`src/rtl/fme_cost_selector.sv`:
```
// Tracks the minimum accumulated FME candidate cost over one search round and reports its index.
// Optional macro FME_TIE_LAST_EN: equal costs favour the later candidate instead of the earlier one.
module fme_cost_selector #(
   parameter int DATAWIDTH = 8,
   parameter int NUM_CAND  = 9,
   parameter int IDXWIDTH  = 4
) (
   input  logic                   clock,
   input  logic                   reset,
   input  logic                   start,
   input  logic                   cost_valid,
   input  logic [DATAWIDTH+8:0]   cost_in,
   output logic                   busy,
   output logic                   done,
   output logic [IDXWIDTH-1:0]    best_idx,
   output logic [DATAWIDTH+8:0]   best_cost
);

   localparam int CW = DATAWIDTH + 9;

   typedef enum logic [1:0] {
      IDLE    = 2'd0,
      COLLECT = 2'd1,
      DONE    = 2'd2
   } state_t;

   state_t                state_q, state_d;
   logic [IDXWIDTH-1:0]   cnt_q, cnt_d;
   logic [IDXWIDTH-1:0]   min_idx_q, min_idx_d;
   logic [IDXWIDTH-1:0]   best_idx_q, best_idx_d;
   logic [CW-1:0]         min_q, min_d;
   logic [CW-1:0]         best_cost_q, best_cost_d;
   logic                  last;
   logic                  take;

   function automatic logic cost_wins(input logic [CW-1:0] c, input logic [CW-1:0] m);
`ifdef FME_TIE_LAST_EN
      return c <= m;
`else
      return c < m;
`endif
   endfunction

   assign last = (cnt_q == IDXWIDTH'(NUM_CAND - 1));

   always_comb begin
      state_d     = state_q;
      cnt_d       = cnt_q;
      min_d       = min_q;
      min_idx_d   = min_idx_q;
      best_idx_d  = best_idx_q;
      best_cost_d = best_cost_q;
      take        = 1'b0;
      case (state_q)
         IDLE: begin
            if (start) begin
               state_d = COLLECT;
               cnt_d   = '0;
            end
         end
         COLLECT: begin
            // A start here aborts the round; any cost offered alongside it is dropped.
            if (start) begin
               cnt_d = '0;
            end else if (cost_valid) begin
               take = (cnt_q == '0) || cost_wins(cost_in, min_q);
               if (take) begin
                  min_d     = cost_in;
                  min_idx_d = cnt_q;
               end
               cnt_d = cnt_q + IDXWIDTH'(1);
               if (last) begin
                  state_d     = DONE;
                  cnt_d       = '0;
                  best_cost_d = take ? cost_in : min_q;
                  best_idx_d  = take ? cnt_q : min_idx_q;
               end
            end
         end
         DONE: begin
            state_d = start ? COLLECT : IDLE;
            cnt_d   = '0;
         end
         default: begin
            state_d = IDLE;
         end
      endcase
   end

   always_ff @(posedge clock or posedge reset) begin
      if (reset) begin
         state_q     <= IDLE;
         cnt_q       <= '0;
         min_q       <= '0;
         min_idx_q   <= '0;
         best_idx_q  <= '0;
         best_cost_q <= '0;
      end else begin
         state_q     <= state_d;
         cnt_q       <= cnt_d;
         min_q       <= min_d;
         min_idx_q   <= min_idx_d;
         best_idx_q  <= best_idx_d;
         best_cost_q <= best_cost_d;
      end
   end

   assign busy      = (state_q == COLLECT);
   assign done      = (state_q == DONE);
   assign best_idx  = best_idx_q;
   assign best_cost = best_cost_q;

endmodule
```
`config.mk`:
```
export PLATFORM = sky130hd
export DESIGN_NAME = fme_cost_selector
export DESIGN_NICKNAME = d
export VERILOG_FILES = /design/src/rtl/fme_cost_selector.sv
export SDC_FILE = /design/constraint.sdc
export NUM_CORES = 1
export LEC_CHECK = 0
export ABC_AREA = 1
export CAP_MARGIN = 20
export CORE_ASPECT_RATIO = 1.25
export CORE_UTILIZATION = 49
export CTS_CLUSTER_DIAMETER = 200
export DETAILED_ROUTE_END_ITERATION = 8
export HOLD_SLACK_MARGIN = 0.02
export PLACE_DENSITY_LB_ADDON = 0.05
export SYNTH_ARGS = -nofsm -noshare
export SYNTH_HDL_FRONTEND = slang
export SYNTH_SLANG_ARGS = --single-unit
```
`constraint.sdc`:
```
create_clock -name clock -period 1.84 [get_ports clock]
set_input_delay 0.368 -clock clock [delete_from_list [all_inputs] [get_ports clock]]
set_output_delay 0.368 -clock clock [all_outputs]
set_load 0.01 [all_outputs]
```
==> impl_metrics.py, run 1 <==
metrics = {
    "cts": {
        "cts_tree": "yes",
        "numCtsBuffers": 5,
        "cts_buffer_depth": 2,
        "root_buffer": "clkbuf_8",
        "cts_hold_buf": 0,
        "cts_max_level": 2,
        "clkSinkCount": 48,
        "worstSkewPairLatency_ns": 0.29,
        "path_clk_slew_ns": 0.09,
    },
    "final_layout": {
        "antenna_cells": 0,
        "num-nets-final": 473,
        "syn2layout_area_growth_pct": 38.8,
        "design_area_um2": 4000,
        "utilization_pct": 71.9,
        "regArea_um2": 1200,
        "drive_gt1_share_pct": 29.3,
        "multi_input_area_um2": 1800,
        "fillers": 451,
    },
    "worst_setup_path": {
        "cp.required_ns": 2.03,
        "end_kind": "flip-flop",
        "reg2reg_depth": 15,
        "cp_max_fo": 8,
        "start_kind": "flip-flop",
        "cp.arrival_ns": 2.06,
        "critical_path_class": "flip-flop to flip-flop",
    },
    "logic_synthesis": {
        "mappedNetlistArea_um2": 2880,
        "synth_edf_count": 0,
        "ys_ff_latch": 48,
        "syn_avg_cell_area_um2": 7.74,
        "synth.distinct_cells": 23,
        "syn_nets": 411,
        "synthTopCellsByCount": "nand2_1, nand3_1, inv_1, dfrtp_1, ha_1",
        "ys_warn_count": 0,
        "synth_cells": 372,
        "synth_top_area_share_pct": 41.7,
        "ys_async_sr_fraction_pct": 100,
        "synthFlopType": "dfrtp_1",
        "yosys-top-cells-area": "dfrtp_1, nand2_1, nand3_1",
        "yosys.area.top_type": "dfrtp_1",
        "ys_seq_area_share_pct": 41.7,
        "synth_most_common_cell": "nand2_1",
    },
    "drt": {
        "vias": 2543,
        "routed_wl_um": 6940,
        "drc": 12,
        "vias_per_cell": 5.11,
        "post_drt_wl_per_cell_um": 13.9,
        "postRouteAntennaNets": 0,
        "first_iter_violations": 156,
        "drtPass1Iterations": 6,
    },
    "timing": {
        "maxSlewViolCount": 0,
        "finalCritPeriodShare_pct": 102,
        "max_freq_ghz": 0.534,
        "fin_crit_ns": 1.87,
        "hold_viol": 0,
        "max_slew.worst_pin.slew_ns": 0.416,
        "max_slew_margin_pct": 72.2,
        "setup_ws_ns": -0.0325,
        "setup_viol": 7,
        "final.setup_skew_ns": 0.00664,
        "grt_setup_unrepaired": "true",
    },
    "job": {
        "maxCapViolCount": 0,
    },
    "floorplanning": {
        "ioPinCount": 44,
        "dieWidth_um": 70.6,
        "initial_core_util_pct": 51.8,
        "rows": 30,
        "core-area_um2": 5560,
        "die_area_um2": 6190,
        "die_h_um": 87.7,
    },
    "global_routing": {
        "grt_overflow": 0,
        "grt_pass1_wl_um": 11300,
        "antenna_found_initial": 0,
        "grt_start_max_net_pins": 49,
        "track_usage_pct": 23.0,
        "grt_pass1_vias": 2463,
    },
    "min_path": {
        "hold_class": "primary input to asynchronous set/reset pin",
    },
    "place": {
        "place_hpwl_um": 4290,
        "placed_cell_area_um2": 3440,
        "gp_congestion": 0.797,
        "port-buffer-count": 43,
        "place_ws_ns": -0.500,
    },
    "power_and_ir_drop": {
        "ir_worst_vdd_uv": 916,
        "power_density_nw_per_um2": 1390,
        "p_leak_nw": 2.07,
    },
    "run_status": {
        "status": "finished, violations left",
        "failed_checks": "DRC, setup timing",
    },
}
-- layout by cell type, fill, tap and decap left out, types with 2 or more instances in the layout --
master	Yosys	final
ha_4	0	11
nand2_1	127	112
nand3_4	0	3
inv_2	3	13
nor2_2	2	3
nand3_2	1	28
o22ai_1	2	2
clkbuf_8	0	5
inv_1	52	42
buf_6	0	3
dfrtp_1	48	48
nand3_1	66	36
o21ai_0	2	2
dlygate4sd2_1	0	14
dlymetal6s2s_1	0	3
nor2_1	6	3
buf_12	1	2
clkdlybuf4s50_1	0	26
nor2_4	5	7
nand2_2	4	17
buf_4	4	18
nand2_8	1	3
a21oi_1	7	7
ha_1	18	7
nand2_4	11	13
a21o_1	2	2
-- cells by family (layout without fill, tap and decap cells) --
family | after synthesis | count (layout) | share of synthesized area, %
AOI/OAI and AO/OA | 13 | 13 | 2.52
adders and majority gates | 18 | 18 | 7.82
buffers and inverters | 68 | 128 | 10.1
DFF | 48 | 48 | 41.7
and+or+nand+nor | 225 | 227 | 37.8
-- through the flow --
stage / hold slack (ns) / cells / power [W] / setup TNS (ns)
detailed placement: 0.464 / 482 / 0.00393 / -18.97
floorplan: 0.449 / 372 / 0.00330 / 0
CTS: 0.436 / 492 / 0.00491 / -0.259
global placement: 0.461 / 482 / 0.00388 / -17.24
finish: 0.423 / 498 / 0.00554 / -0.0731
global route: 0.464 / 498 / 0.00596 / -3.19
-- critical path: stages, from the launching register on --
cell and delay (ns):
dfrtp_1 0.36, inv_2 0.04, ha_1 0.29, nand2_2 0.09
inv_1 0.04, nand2_1 0.06, nand2_1 0.05, nand2_1 0.07
nand2_2 0.07, nor2_4 0.16, nand2_8 0.14, buf_12 0.18
nand3_2 0.05, nand2_1 0.06, nand2_1 0.07, nand2_1 0.05
-- flip-flops by register name, indices dropped and copies added, names as in the netlist --
signal	flops
min_idx_q	4
min_q	17
state_q	2
best_cost	17
cnt_q	4
best_idx	4
-- path summary, 6_finish.rpt --
check                              from       endpoint  slack (ns)
max                           min_q[11]    best_idx[3]       -0.03
min                               reset   best_cost[6]        0.42
min in group clock           cost_in[9]   best_cost[9]        0.47
min reg2reg                best_cost[8]   best_cost[8]        0.48
max reg2reg                   min_q[11]    best_idx[3]       -0.03
max in group asynchronous         reset  best_cost[11]        1.18
-- layout make-up --
class	instances	area share, %
flip-flops and latches	48	30.1
inverters	55	5.17
multi-input cells	258	45.1
repair buffers	66	15.7
well taps	64	2.00
clock inverters	1	0.125
clock buffers	6	1.82
-- where the power goes --
part           internal, W  switching [W]  total [W]
Clock             0.000259       0.000339   0.000599
Combinational      0.00136        0.00201    0.00337
Sequential         0.00136       0.000202    0.00157
-- routing by layer --
layer | track usage [%] | up-vias | wire length, µm
met5 | 0 | - | 0
met1 | 30.0 | 1201 | 3130
met4 | 6.18 | 0 | 63
met3 | 3.57 | 6 | 287
li1 | - | 1282 | -
met2 | 40.2 | 54 | 3460
-- what timing repair did --
action                                  in CTS  in global routing
endpoints found under the setup margin      42                 43
cloned                                       2                  1
setup buffers                                1                  5
resized for setup                           42                 59
pin swaps                                   23                 25
(Power assumes the default switching activity.)
==> run 2: changes to the inputs <==
--- a/config.mk
+++ b/config.mk
@@ -13,6 +13,7 @@
 export DETAILED_ROUTE_END_ITERATION = 8
 export HOLD_SLACK_MARGIN = 0.02
 export PLACE_DENSITY_LB_ADDON = 0.05
+export SKIP_LAST_GASP = 1
 export SYNTH_ARGS = -nofsm -noshare
 export SYNTH_HDL_FRONTEND = slang
 export SYNTH_SLANG_ARGS = --single-unit
==> impl_metrics.py, run 2 (same netlist as run 1, synthesis figures left out) <==
metrics = {
    "worst_setup_path": {
        "reg2reg_to": "best_cost[5]",
        "reg2reg_depth": 11,
        "r2r-start": "min_q[8]",
        "cp.arrival_ns": 2.06,
        "cp_max_fo": 10,
        "rrSetupSlack_ns": -0.03,
        "critical_path_class": "flip-flop to flip-flop",
        "cp.required_ns": 2.03,
        "start_kind": "flip-flop",
        "critPathLaunch": "min_q[8]",
        "end_kind": "flip-flop",
    },
    "cts": {
        "cts_tree": "yes",
        "worstSkewPairLatency_ns": 0.30,
        "cts_buffer_depth": 2,
        "numCtsBuffers": 5,
        "clkSinkCount": 48,
        "path_clk_slew_ns": 0.09,
        "root_buffer": "clkbuf_8",
        "cts_max_level": 2,
    },
    "global_routing": {
        "antenna_found_initial": 0,
        "grt_pass1_vias": 2462,
        "grt_pass1_wl_um": 11200,
        "grt_overflow": 0,
        "grt_start_max_net_pins": 49,
        "track_usage_pct": 22.9,
    },
    "floorplanning": {
        "initial_core_util_pct": 51.8,
        "die_h_um": 87.7,
        "die_area_um2": 6190,
        "ioPinCount": 44,
        "core-area_um2": 5560,
        "dieWidth_um": 70.6,
        "rows": 30,
    },
    "final_layout": {
        "layout_common_cells": "nand2_1, dfrtp_1, inv_1",
        "syn2layout_area_growth_pct": 38.5,
        "drive_gt1_share_pct": 27.5,
        "antenna_cells": 0,
        "final_common_cell": "nand2_1",
        "finalNonFillerCells": 496,
        "num-nets-final": 471,
        "utilization_pct": 71.8,
    },
    "timing": {
        "setup_viol": 11,
        "hold_viol": 0,
        "max_slew_margin_pct": 73.1,
        "maxSlewViolCount": 0,
        "setup_ws_ns": -0.0339,
        "max_freq_ghz": 0.534,
        "fin_crit_ns": 1.87,
        "max_slew.worst_pin.slew_ns": 0.403,
        "final.setup_skew_ns": 0.00378,
        "finalCritPeriodShare_pct": 102,
        "grt_setup_unrepaired": "true",
    },
    "place": {
        "gp_congestion": 0.797,
        "place_ws_ns": -0.500,
        "dp_cells": 482,
        "place_hpwl_um": 4290,
        "port-buffer-count": 43,
    },
    "drt": {
        "drtPass1Iterations": 6,
        "vias_per_cell": 5.17,
        "routed_wl_um": 6900,
        "first_iter_violations": 155,
        "post_drt_wl_per_cell_um": 13.9,
        "vias": 2562,
        "drc": 12,
        "postRouteAntennaNets": 0,
    },
    "power_and_ir_drop": {
        "ir_worst_vdd_uv": 952,
        "power_density_nw_per_um2": 1400,
        "p_leak_nw": 2.06,
    },
    "min_path": {
        "hold_class": "primary input to asynchronous set/reset pin",
    },
    "run_status": {
        "status": "finished, violations left",
        "failed_checks": "DRC, setup timing",
    },
    "job": {
        "maxCapViolCount": 0,
    },
}
==> run 2: cell types whose count changed in the layout (fill, tap and decap cells not counted), moves of 2 or more <==
cell / previous run / this run
nand3_2: 28 / 25
nand3_4: 3 / 5
buf_4: 18 / 16
nand2_2: 17 / 11
nand2_1: 112 / 117
==> run 2: through the flow <==
stage | hold slack (ns) | total power, W | setup TNS [ns] | cell area, µm²
finish | 0.418 | 0.00557 | -0.160 | 3990
global placement | 0.461 | 0.00388 | -17.24 | 3440
floorplan | 0.449 | 0.00330 | 0 | 2880
detailed placement | 0.464 | 0.00393 | -18.97 | 3440
global route | 0.467 | 0.00597 | -3.21 | 3990
CTS | 0.436 | 0.00490 | -0.263 | 3640
==> run 2: routing by layer <==
layer  up-vias  wire [µm]  track usage, %
met3         8        253            3.57
met5         -          0               0
met1      1217       3180            29.4
li1       1280          -               -
met2        57       3390            40.7
met4         0         74            6.18
==> run 2: final cells by class <==
| type | instances | area, µm² |
|---|---|---|
| multi-input combinational | 258 | 1800 |
| fill | 439 | 1570 |
| inverter | 55 | 206 |
| timing repair buffer | 64 | 618 |
| clock inverter | 1 | 5.00 |
| sequential | 48 | 1200 |
| clock buffer | 6 | 72.6 |
| tap | 64 | 80.1 |
==> run 2: report_power, final <==
part	leakage, nW	switching, W	internal, W
Clock	0.0410	0.000348	0.000259
Combinational	1.40	0.00203	0.00136
Sequential	0.620	0.000201	0.00136
Total	2.06	0.00258	0.00299
==> run 2: worst max-delay path by stage <==
stage | slack (ns) | endpoint
finish | -0.03 | best_cost[5]
global route | -0.12 | best_cost[1]
CTS | -0.05 | best_idx[3]
detailed placement | -0.50 | min_q[4]
global placement | -0.45 | best_cost[11]
floorplan | 0.11 | min_q[10]
==> run 2: critical path, cell delays in order, from the launching register on <==
cell and delay (ns):
dfrtp_1 0.40, inv_2 0.09, ha_4 0.21, a21o_1 0.17, nor2_1 0.14, nand2_1 0.09, nand2_2 0.13, nand2_8 0.13
nand2_8 0.14, nand2_1 0.09, nand3_1 0.10, nand2_1 0.06
==> run 2: repair_timing <==
item,CTS,global route
gates resized for setup,39,60
setup buffers,1,3
pin swaps,22,28
setup endpoints to repair,42,43
gates cloned,2,1
hold buffers,0,0
==> run 3: changes to the inputs <==
--- a/config.mk
+++ b/config.mk
@@ -7,7 +7,7 @@
 export LEC_CHECK = 0
 export ABC_AREA = 1
 export CAP_MARGIN = 20
-export CORE_ASPECT_RATIO = 1.25
+export CORE_ASPECT_RATIO = 2
 export CORE_UTILIZATION = 49
 export CTS_CLUSTER_DIAMETER = 200
 export DETAILED_ROUTE_END_ITERATION = 8
==> constraint.sdc (replaced) <==
create_clock -name clock -period 1.7 [get_ports clock]
set_input_delay 0.34 -clock clock [delete_from_list [all_inputs] [get_ports clock]]
set_output_delay 0.34 -clock clock [all_outputs]
set_load 0.01 [all_outputs]
==> impl_metrics.py, run 3 (same netlist as run 1, synthesis figures left out) <==
metrics = {
    "run_status": {
        "status": "finished, violations left",
        "failed_checks": "setup timing",
    },
    "timing": {
        "setup_ws_ns": -0.271,
        "finalCritPeriodShare_pct": 116,
        "setup_viol": 42,
        "max_freq_ghz": 0.507,
        "maxSlewViolCount": 0,
        "max_slew_margin_pct": 71.2,
        "fin_crit_ns": 1.97,
        "grt_setup_unrepaired": "true",
        "hold_viol": 0,
        "fin_setup_tns_ns": -9.36,
        "max_slew.worst_pin.slew_ns": 0.432,
        "final.setup_skew_ns": 0.00749,
    },
    "cts": {
        "clkSinkCount": 48,
        "root_buffer": "clkbuf_16",
        "cts_tree": "yes",
        "cts_hold_buf": 0,
        "cts_max_level": 2,
        "numCtsBuffers": 5,
        "cts_buffer_depth": 2,
        "path_clk_slew_ns": 0.06,
        "worstSkewPairLatency_ns": 0.29,
    },
    "floorplanning": {
        "core-area_um2": 5710,
        "ioPinCount": 44,
        "dieWidth_um": 56.2,
        "die_h_um": 110,
        "die_area_um2": 6200,
        "rows": 39,
        "initial_core_util_pct": 50.4,
    },
    "final_layout": {
        "drive_gt1_share_pct": 35.4,
        "antenna_cells": 0,
        "design_area_um2": 4440,
        "layout_common_cells": "nand2_1, dfrtp_1, inv_1",
        "utilization_pct": 77.8,
        "final_common_cell": "nand2_1",
        "num-nets-final": 501,
        "regArea_um2": 1200,
        "multi_input_area_um2": 1910,
        "finalNonFillerCells": 524,
        "syn2layout_area_growth_pct": 54.2,
        "fillers": 390,
    },
    "place": {
        "port-buffer-count": 43,
        "gp_congestion": 0.779,
        "placed_cell_area_um2": 3600,
        "dp_cells": 492,
        "place_hpwl_um": 4800,
    },
    "worst_setup_path": {
        "cp_max_fo": 5,
        "end_kind": "flip-flop",
        "cp.required_ns": 1.88,
        "start_kind": "flip-flop",
        "cp.arrival_ns": 2.15,
        "critical_path_class": "flip-flop to flip-flop",
    },
    "global_routing": {
        "grt_start_max_net_pins": 22,
        "track_usage_pct": 25.9,
        "grt_overflow": 0,
        "grt_pass1_wl_um": 12500,
        "antenna_found_initial": 0,
        "grt_pass1_vias": 2857,
    },
    "drt": {
        "post_drt_wl_per_cell_um": 15.1,
        "vias_per_cell": 5.20,
        "drtPass1Iterations": 4,
        "drc": 0,
        "first_iter_violations": 64,
        "vias": 2727,
        "routed_wl_um": 7930,
        "postRouteAntennaNets": 0,
    },
    "power_and_ir_drop": {
        "p_leak_nw": 2.28,
        "power_density_nw_per_um2": 1650,
        "ir_worst_vdd_uv": 1430,
    },
    "job": {
        "maxCapViolCount": 0,
    },
    "min_path": {
        "hold_class": "primary input to asynchronous set/reset pin",
    },
}
## run 3: cell count changes in the layout (fill, tap and decap cells not counted), moves of 3 or more
cell and delta:
buf_4 +26, nand3_1 -11, nand3_4 +7, buf_12 +5, clkbuf_16 +5, clkbuf_8 -5, nand2_1 -5, nand2_4 +4
nand3_2 +4, ha_4 -3
## run 3: worst max-delay path, stage by stage (launching register included)
cell	delay, ns
dfrtp_1	0.39
inv_2	0.09
ha_4	0.20
nand2_2	0.09
inv_1	0.04
nand2_1	0.07
nand2_1	0.07
nand2_1	0.08
nand2_2	0.07
nor2_4	0.18
nand2_8	0.08
buf_12	0.15
buf_12	0.13
nand3_2	0.06
nand2_2	0.06
nand2_1	0.05
nand2_1	0.05
## run 3: power breakdown
group / switching, W / internal (W) / leakage, nW
clock: 0.000434 / 0.000543 / 0.0736
combinational: 0.00261 / 0.00205 / 1.58
sequential: 0.000213 / 0.00148 / 0.620
total: 0.00325 / 0.00407 / 2.28
## run 3: final timing paths
kind,start,slack (ns),depth (start not counted),to
min in group clock,cost_in[9],0.43,5,best_cost[9]
setup reg to reg,min_q[11],-0.27,16,min_idx_q[2]
hold / removal,reset,0.35,2,min_q[8]
max in group asynchronous,reset,0.91,3,best_cost[14]
setup / recovery,min_q[11],-0.27,16,min_idx_q[2]
hold reg to reg,best_cost[11],0.47,2,best_cost[11]
## run 3: cell type report
| cell class | instances | share of cell area, % |
|---|---|---|
| Tap cell | 61 | 1.72 |
| Sequential cell | 48 | 27.0 |
| Clock buffer | 5 | 2.82 |
| Clock inverter | 3 | 0.423 |
| Timing Repair Buffer | 93 | 20.3 |
| Inverter | 55 | 4.65 |
| Multi-Input combinational cell | 259 | 43.0 |
## run 3: per-stage QoR
step	hold WS (ns)	power [W]	setup WS, ns
finish	0.345	0.00732	-0.271
CTS	0.356	0.00688	-0.195
global placement	0.461	0.00453	-0.640
global route	0.364	0.00776	-0.372
floorplan	0.449	0.00360	-0.00851
detailed placement	0.464	0.00460	-0.656
## run 3: layer usage
| layer | vias to the layer above | wire, µm | GRT usage [%] |
|---|---|---|---|
| met1 | 1306 | 2880 | 25.6 |
| met2 | 57 | 4510 | 49.6 |
| met4 | 0 | 276 | 12.5 |
| li1 | 1345 | - | - |
| met5 | - | 0 | 0 |
| met3 | 19 | 264 | 4.22 |
## run 3: timing repair
action | 4_1_cts | 5_1_grt
endpoints found under the setup margin | 44 | 43
pin swaps | 48 | 23
buffers inserted | 17 | 4
gates cloned | 4 | 1
resized for setup | 73 | 40
